`src/rtl/linear_layer_start_fifo.sv`:
```
// linear_layer_start_fifo: start-token SRL FIFO with fall-through head and registered full/empty flags.
// Define START_FIFO_LEVEL_EN to add the if_level / if_hwm occupancy outputs.
module linear_layer_start_fifo #(
    parameter int DATA_WIDTH = 1,
    parameter int ADDR_WIDTH = 3,
    parameter int DEPTH      = 7
) (
    input  logic                  clk,
    input  logic                  reset,
    output logic                  if_full_n,
    input  logic                  if_write_ce,
    input  logic                  if_write,
    input  logic [DATA_WIDTH-1:0] if_din,
    output logic                  if_empty_n,
    input  logic                  if_read_ce,
    input  logic                  if_read,
    output logic [DATA_WIDTH-1:0] if_dout
`ifdef START_FIFO_LEVEL_EN
    ,
    output logic [ADDR_WIDTH:0]   if_level,
    output logic [ADDR_WIDTH:0]   if_hwm
`endif
);
    localparam logic [ADDR_WIDTH:0] FULL = (ADDR_WIDTH+1)'(DEPTH);

    logic [DATA_WIDTH-1:0] mem [DEPTH];
    logic [ADDR_WIDTH:0]   count, next_count;
    logic [ADDR_WIDTH-1:0] raddr;
    logic                  push, pop;

    // Head sits at the oldest occupied slot, so the read address is simply count-1.
    always_comb begin
        push       = if_write & if_write_ce & if_full_n;
        pop        = if_read & if_read_ce & if_empty_n;
        next_count = (push & ~pop) ? count + 1'b1 : (pop & ~push) ? count - 1'b1 : count;
        raddr      = (count == '0) ? '0 : ADDR_WIDTH'(count - 1'b1);
        if_dout    = mem[raddr];
    end

    always_ff @(posedge clk) begin
        if (push) begin
            for (int i = DEPTH - 1; i > 0; i--) mem[i] <= mem[i-1];
            mem[0] <= if_din;
        end
    end

    always_ff @(posedge clk) begin
        if (reset) begin
            count      <= '0;
            if_empty_n <= 1'b0;
            if_full_n  <= 1'b1;
        end else begin
            count      <= next_count;
            if_empty_n <= next_count != '0;
            if_full_n  <= next_count != FULL;
        end
    end

`ifdef START_FIFO_LEVEL_EN
    assign if_level = count;

    always_ff @(posedge clk) begin
        if (reset) if_hwm <= '0;
        else if (next_count > if_hwm) if_hwm <= next_count;
    end
`endif

    always_ff @(posedge clk) begin
        if (!reset) begin
            assert (count <= FULL);
            assert (!(if_write && if_write_ce && !if_full_n && push));
        end
    end
endmodule

```
`config.mk`:
```
export PLATFORM = sky130hd
export DESIGN_NAME = linear_layer_start_fifo
export DESIGN_NICKNAME = d
export VERILOG_FILES = /design/src/rtl/linear_layer_start_fifo.sv
export SDC_FILE = /design/constraint.sdc
export NUM_CORES = 1
export LEC_CHECK = 0
export ABC_AREA = 0
export CORE_MARGIN = 8
export CORE_UTILIZATION = 50
export CTS_CLUSTER_SIZE = 30
export DETAILED_ROUTE_END_ITERATION = 10
export GPL_TIMING_DRIVEN = 0
export PLACE_DENSITY = 0.86
export SETUP_SLACK_MARGIN = 0.1
export SYNTH_ARGS = -nofsm -noshare
export SYNTH_HDL_FRONTEND = slang
export SYNTH_SLANG_ARGS = --single-unit
```
`constraint.sdc`:
```
create_clock -name clk -period 2.25 [get_ports clk]
set_input_delay 0.3375 -clock clk [delete_from_list [all_inputs] [get_ports clk]]
set_output_delay 0.3375 -clock clk [all_outputs]
set_load 0.1 [all_outputs]
```
* Word-level counts from Yosys, hierarchy flattened
Memory sizes are Yosys's and may differ from the RTL's.
Index checks and enable logic that the tools add are counted.
** Operators by class
- Add/sub/neg operators :: 2
- Eq/ne operators :: 1
- Multiplexer cells :: 5
- Bitwise gates (word level) :: 8
- Reduce and logical (&&, ||, !) cells :: 2
** Operator list (number)
- $mux W4 :: 2
- $and A1 B1 Y1 :: 6
- $add A4 B1 Y4 const B :: 1
- $logic_not A4 Y1 :: 1
- $ne A4 B3 Y1 const B :: 1
- $reduce_bool A4 Y1 :: 1
- $sub A4 B1 Y4 const B :: 1
- $mux W3 :: 1
- $mux W1 :: 2
- $not A1 Y1 :: 2
** Storage, ports and cells
- Flip-flop bits (word level) :: 6
- RAM bits :: 7
- Input port bits :: 7
- Output and inout port bits :: 3
- Memories kept :: 1
** Memory list
- mem :: depth 7, bits a word 1, read ports 7, clocked after Yosys merged registers in 0, wr ports 7, line 26 : logic [DATA_WIDTH-1:0] mem [DEPTH];

* Longest topological paths before layout
Gate-level depths: netlist of the first run.
- Word-level depth :: 7
- Depth in mapped cells :: 8
- Depth with buffers taken out :: 7

* Worst setup path after synthesis of the first run
Ideal clock, no wire load.
- Path kind :: reg2out
- Start point :: register count[0]
- End point :: output port if_dout
- Arrival time :: 2.530 ns
- Path slack :: -0.617 ns
- Stages on the path, launching flop included :: 9
- Path buffers :: 1
- Path through :: dfxtp_1 > buf_6 > inv_1 > ha_1 > nor2b_1 > o21ai_2 > nand2_1 > o31a_1 > o21ai_1
** On the way
- Longest elaborated chain between the ends :: 3
** RTL lines
- start, declared :: line 27 : logic [ADDR_WIDTH:0] count, next_count;
- start signal, assigned :: line 53 : count <= next_count;
- $sub A4 B1 Y4 or $logic_not A4 Y1 (tied branches) :: line 36 : raddr = (count == '0) ? '0 : ADDR_WIDTH'(count - 1'b1);
- $mux W3 * :: line 36
- $mem_v2 Z7 W1 *
- end, declared :: line 17 : output logic [DATA_WIDTH-1:0] if_dout
Mark *: on every way between the ends. The rest lies on a longest branch, timed or not.

* Worst setup path in the final report of the first run
Same ends and word-level chain as after synthesis.

==> out/summary.txt, run 1 <==
Syn Nets - 67
CTS Buffer Depth - 2
IO buf count - 9
net switching power - 0.000454 W
Syn Std Cell Area - 663 sq um
number of distinct library cells after synthesis - 28
drt first-iter violations - 21
Final Hold Fails - 0
P per Cell Area - 1180 nW/um^2
core area - 1270 sq um
final setup fails - 1
post-route worst setup slack - -0.135 ns
Synthesis Warnings - 0
Sw Ratio - 41.6%
Final GP Congestion - 0.764
Synth Area per Inst - 11.6 sq um
clock-pin transition on the worst setup and hold timing paths - 0.07 ns
Via density - 5.78
Mapped Cells - 57
FP Rows - 13
CP Cell Sequence - buf_6, inv_6, ha_4, nor2b_4, o21ai_4, mux4_2, o21ai_2, o21ai_4, buf_12
slew at the pin closest to its max-slew limit - 0.975 ns
Vert. Die Dim - 52.4 um
register bit total from synthesis - 13
peak supply drop - 731 uV
total CTS buffers - 3
final HPWL from detailed placement - 911 um
hold buffers post-CTS - 0
drt drc - 0
Seq/Total Area, Yosys - 49.8%
Overflow after GRT - 0
crit path kind - register to output port
register area - 335 sq um
die width - 52.4 um
largest net degree at the start of global routing - 11
worst rel slew slack - 34.9%
fillers - 91
Tmin final - 2.39 ns
Max-Cap Viols - 0
slowest CP cell - mux4_2
WP data arrival - 2.05 ns
crit end category - output port
DRT antenna net count - 0
unrepaired setup endpoints after global routing - yes
Clock Latency Late Sink - 0.26 ns
area grow syn2layout - 39.6%
Initial Utilization - 52.3%
slowest stage delay, CP - 0.53 ns
area of the multi-input gates - 385 sq um
startpoint types - register
cell-internal power - 0.000638 W
Comb pwr share - 60.2%
Leakage Power - 0.341 nW
worst clock skew - 0.00371 ns
setup slack at placement - -0.817 ns
Max Fclk - 419 MHz
gr usage total - 10.8%
Vias - 514
drt total wl - 1290 um
crit-path max FO - 3
initial antenna violation count - 0
CTS tree - yes
worst hold path type - register to register
number of global-route vias before repair - 517
CTS H-tree lvls - 1
failing checks - negative setup slack
final net count - 85
clock power share - 12.3%
status - finished, violations left
first-pass GRT wire length - 2240 um
setup TNS - -0.135 ns
max-slew violation count - 0
clock sinks - 13
Root Buffer - clkbuf_4
share of power burned in registers - 27.5%
# diodes - 0
router iterations before antenna repair - 5
most frequent CP cell - o21ai_4
CP required - 1.91 ns
WL per Instance - 14.5 um
Final period util - 106%
fraction of layout cells with a size suffix above 1 - 36.5%
die area - 2750 sq um
io pins - 10
==> per-layer routing <==
| metal | global-route usage [%] | vias up | part of all wire, % |
|---|---|---|---|
| met2 | 17.0 | 26 | 48 |
| li1 | - | 243 | - |
| met3 | 2.27 | 2 | 7.4 |
| met5 | 0 | - | 0 |
| met4 | 7.76 | 0 | 1.1 |
| met1 | 12.6 | 243 | 43 |
==> layout make-up <==
class / count / area share, %
Tap cell: 15 / 2.03
Multi-Input combinational cell: 40 / 41.6
Clock buffer: 4 / 2.84
Inverter: 3 / 1.76
Sequential cell: 13 / 36.2
Buffer: 1 / 1.22
Timing Repair Buffer: 13 / 14.3
==> cells in the final DEF, fill, tap and decap left out, types with 2 or more instances in the layout <==
cell             count
nor2_1               7
clkdlybuf4s50_1      7
edfxtp_1             7
dfxtp_1              4
buf_4                4
nand2_1              3
xnor2_1              3
clkbuf_4             3
nand2b_4             2
o21ai_4              2
mux2i_1              2
nand3_1              2
ha_4                 2
==> worst max-delay path, delay by kind of cell, from the launching register on <==
kind / cells / cell delay [ns]
adders and majority gates: 1 / 0.15
DFF: 1 / 0.33
muxes: 1 / 0.53
and+or+nand+nor: 1 / 0.12
AOI/OAI and AO/OA: 3 / 0.34
buffers and inverters: 3 / 0.32
==> metrics by stage <==
stage	util (%)	hold slack [ns]	cells	power, W	instance area (sq um)
2_1_floorplan	-	0.402	57	0.000711	679
3_3_place_gp	62.1	0.428	81	0.000791	788
3_5_place_dp	62.1	0.443	81	0.000804	788
4_1_cts	71.0	0.460	89	0.00107	901
5_1_grt	73.0	0.464	89	0.00115	926
6_report	73.0	0.456	89	0.00109	926
==> power by group through the flow <==
stage | registers (W) | logic (W) | clock network, W
final | 0.000300 | 0.000658 | 0.000134
after global routing | 0.000303 | 0.000693 | 0.000150
after CTS | 0.000297 | 0.000631 | 0.000141
after detailed placement | 0.000307 | 0.000497 | 0
after global placement | 0.000306 | 0.000486 | 0
after floorplan | 0.000343 | 0.000368 | 0
==> registers in the layout, indices dropped and copies added (netlist names) <==
| name | count |
|---|---|
| count | 4 |
| mem | 7 |
| if_full_n | 1 |
| if_empty_n | 1 |
==> cells in the mapped netlist <==
| master | instances | area [sq um] |
|---|---|---|
| edfxtp_1 | 7 | 210 |
| nor2_1 | 7 | 26.3 |
| dfxtp_1 | 6 | 120 |
| ha_1 | 3 | 37.5 |
| inv_1 | 3 | 11.3 |
| nand2_1 | 3 | 11.3 |
| xnor2_1 | 3 | 26.3 |
| mux2i_1 | 2 | 20.0 |
| nand2b_1 | 2 | 12.5 |
| nand3_1 | 2 | 10.0 |
| o21ai_1 | 2 | 10.0 |
| a211oi_1 | 1 | 7.51 |
| a311oi_1 | 1 | 8.76 |
| a31oi_1 | 1 | 6.26 |
| a32o_1 | 1 | 10.0 |
| and3_4 | 1 | 11.3 |
| buf_6 | 1 | 11.3 |
| mux4_2 | 1 | 22.5 |
| nand2_4 | 1 | 11.3 |
| nand4bb_1 | 1 | 11.3 |
| nor2b_1 | 1 | 6.26 |
| nor3b_1 | 1 | 7.51 |
| o21ai_2 | 1 | 8.76 |
| o22ai_2 | 1 | 12.5 |
| o2bb2ai_1 | 1 | 8.76 |
| o31a_1 | 1 | 8.76 |
| or2_4 | 1 | 8.76 |
| or3_1 | 1 | 6.26 |
==> final timing paths <==
| path | start | to | slack [ns] | cells after the start |
|---|---|---|---|---|
| worst max-delay path | count[0]$_SDFF_PP0_ | if_dout | -0.14 | 9 |
| worst min-delay path | mem[5]$_DFFE_PP_ | mem[6]$_DFFE_PP_ | 0.46 | 0 |
| worst max register to register | count[0]$_SDFF_PP0_ | if_full_n$_SDFF_PP1_ | 0.52 | 7 |
| worst min register to register | mem[5]$_DFFE_PP_ | mem[6]$_DFFE_PP_ | 0.46 | 0 |
==> what timing repair did <==
item | CTS | global route
gates resized for setup | 20 | 6
pin swaps | 2 | 1
setup endpoints to repair | 1 | 2
buffers inserted | 4 | 0
==> logic make-up after synthesis <==
group / Yosys count / synth area share (%)
AND/OR/NAND/NOR: 21 / 18.5
flip-flops: 13 / 49.8
AO/OA/AOI/OAI: 10 / 12.3
buffers and inverters: 4 / 3.40
XOR/XNOR: 3 / 3.96
multiplexers: 3 / 6.41
adder cells (fa/ha/maj): 3 / 5.66
No activity file was read; power rests on OpenSTA's default activity.
==> run 2, diff against run 1 <==
--- a/config.mk
+++ b/config.mk
@@ -8,4 +8,5 @@
 export ABC_AREA = 0
+export ABC_CLOCK_PERIOD_IN_PS = 2250
 export CORE_MARGIN = 8
-export CORE_UTILIZATION = 50
+export CORE_UTILIZATION = 45
 export CTS_CLUSTER_SIZE = 30
@@ -13,3 +14,3 @@
 export GPL_TIMING_DRIVEN = 0
-export PLACE_DENSITY = 0.86
+export PLACE_DENSITY = 0.79
 export SETUP_SLACK_MARGIN = 0.1
--- a/constraint.sdc
+++ b/constraint.sdc
@@ -3,2 +3,2 @@
 set_output_delay 0.3375 -clock clk [all_outputs]
-set_load 0.1 [all_outputs]
+set_load 0.005 [all_outputs]
==> run 2 against run 1 <==
Against the previous run: clock power is 4% higher; clock-buffer cell count stayed put; core utilization is 12 points lower; the flow still finishes with violations (negative setup slack); register-to-register slack better by 0.16 ns; combinational power is 39% lower; largest power group unchanged; global-route usage is 0.65 points lower; sequential power hardly changed.
==> out/summary.txt, run 2 (synthesis results as in run 1) <==
status - finished, violations left
failing checks - negative setup slack
GR Layer Usage met1 - 13.0%
CTS Buffer Depth - 2
peak supply drop - 564 uV
unrepaired setup endpoints after global routing - yes
Root Buffer - clkbuf_4
CTS tree - yes
final hold slack - 0.460 ns
hold buffers post-CTS - 0
IO buf count - 9
Max-Cap Viols - 0
drt drc - 0
fillers - 121
CP required - 1.91 ns
GR Layer Usage met3 - 5.43%
router iterations before antenna repair - 4
clock sinks - 13
CTS H-tree lvls - 1
drt total wl - 1290 um
drt first-iter violations - 17
placed cell area - 773 sq um
startpoint types - register
final HPWL from detailed placement - 929 um
commonest non-fill, non-tap cells in the layout - clkdlybuf4s50_1, nor2_1, edfxtp_1, buf_4, dfxtp_1
clock power share - 16.5%
Tmin final - 2.28 ns
FP Rows - 14
number of global-route vias before repair - 497
setup slack at placement - -0.319 ns
final setup fails - 1
GR peak layer - met2
max-slew violation count - 0
crit-path max FO - 3
DRT antenna net count - 0
Vias - 495
Top reg by flops - mem
cell-internal power - 0.000573 W
met2 GRT Util - 14.9%
Comb pwr share - 47.9%
total CTS buffers - 3
final net count - 86
area grow syn2layout - 32.6%
Sw Ratio - 31.9%
most common cell after layout, fill and taps aside - clkdlybuf4s50_1
clock-pin transition on the worst setup and hold timing paths - 0.08 ns
worst clock skew - 0.00350 ns
gr usage total - 10.2%
crit path kind - register to output port
Vert. Die Dim - 54.4 um
Clock Latency Late Sink - 0.26 ns
number of flip-flops in the largest register - 7
Final Hold Fails - 0
Final Non-Filler Cells - 91
first-pass GRT wire length - 2270 um
# diodes - 0
core area - 1440 sq um
net switching power - 0.000268 W
die width - 54.4 um
initial antenna violation count - 0
Final GP Congestion - 0.812
share of power burned in registers - 35.6%
Via density - 5.44
Leakage Power - 0.325 nW
largest net degree at the start of global routing - 11
Layout Cell Area excl Fill - 880 sq um
worst hold path type - register to register
Max Fclk - 438 MHz
WL per Instance - 14.2 um
post-route worst setup slack - -0.0330 ns
crit end category - output port
fraction of layout cells with a size suffix above 1 - 30.7%
die area - 2960 sq um
worst rel slew slack - 75.3%
Initial Utilization - 46.2%
P per Cell Area - 957 nW/um^2
WP data arrival - 1.95 ns
io pins - 10
slew at the pin closest to its max-slew limit - 0.370 ns
Overflow after GRT - 0
dpl cells - 82
Final period util - 101%
largest registers - mem: 7 flops, count: 4 flops
==> run 2: critical path: stages, from the launching register on <==
cell,delay (ns)
dfxtp_2,0.34
buf_6,0.10
inv_4,0.04
ha_4,0.16
nor2b_4,0.13
o21ai_4,0.14
mux4_2,0.50
o21ai_1,0.08
o21ai_1,0.06
buf_2,0.12
==> run 2: area by class of cell <==
class,instances,area (sq um),share of cell area [%]
buffer,1,11.3,1.28
clock buffer,4,26.3,2.99
inverter,3,13.8,1.56
multi-input combinational,40,350,39.8
sequential,13,335,38.1
tap,16,20.0,2.28
timing repair buffer,14,123,13.9
==> run 2: per-stage QoR <==
stage	power (W)	utilization [%]	TNS, ns
finish	0.000842	61.2	-0.0330
CTS	0.000827	60.7	-0.0485
global placement	0.000601	53.8	-0.264
detailed placement	0.000611	53.8	-0.319
global route	0.000899	61.2	-0.146
floorplan	0.000516	-	0
==> run 2: path summary, 6_finish.rpt <==
kind	startpoint	end	slack, ns	depth (start not counted)
min	mem[4]$_DFFE_PP_	mem[5]$_DFFE_PP_	0.46	0
min reg2reg	mem[4]$_DFFE_PP_	mem[5]$_DFFE_PP_	0.46	0
max reg2reg	count[0]$_SDFF_PP0_	if_full_n$_SDFF_PP1_	0.68	6
max	count[0]$_SDFF_PP0_	if_dout	-0.03	9
==> run 2: layer usage <==
metal / share of wire, % / vias up
li1: - / 244
met2: 45 / 19
met1: 46 / 232
met5: 0 / -
met4: 0 / 0
met3: 9.2 / 0
==> run 2: power by group through the flow <==
stage / combinational [W] / sequential, W / clock (W)
2_1_floorplan: 0.000216 / 0.000300 / 0
3_3_place_gp: 0.000296 / 0.000305 / 0
3_5_place_dp: 0.000305 / 0.000306 / 0
4_1_cts: 0.000385 / 0.000298 / 0.000144
5_1_grt: 0.000440 / 0.000303 / 0.000156
6_report: 0.000403 / 0.000300 / 0.000139
==> run 2: repair_timing <==
action                                  CTS  global route
endpoints found under the setup margin    1             1
gates resized for setup                  16             1
buffers inserted                          5             0
pin swaps                                 3             0
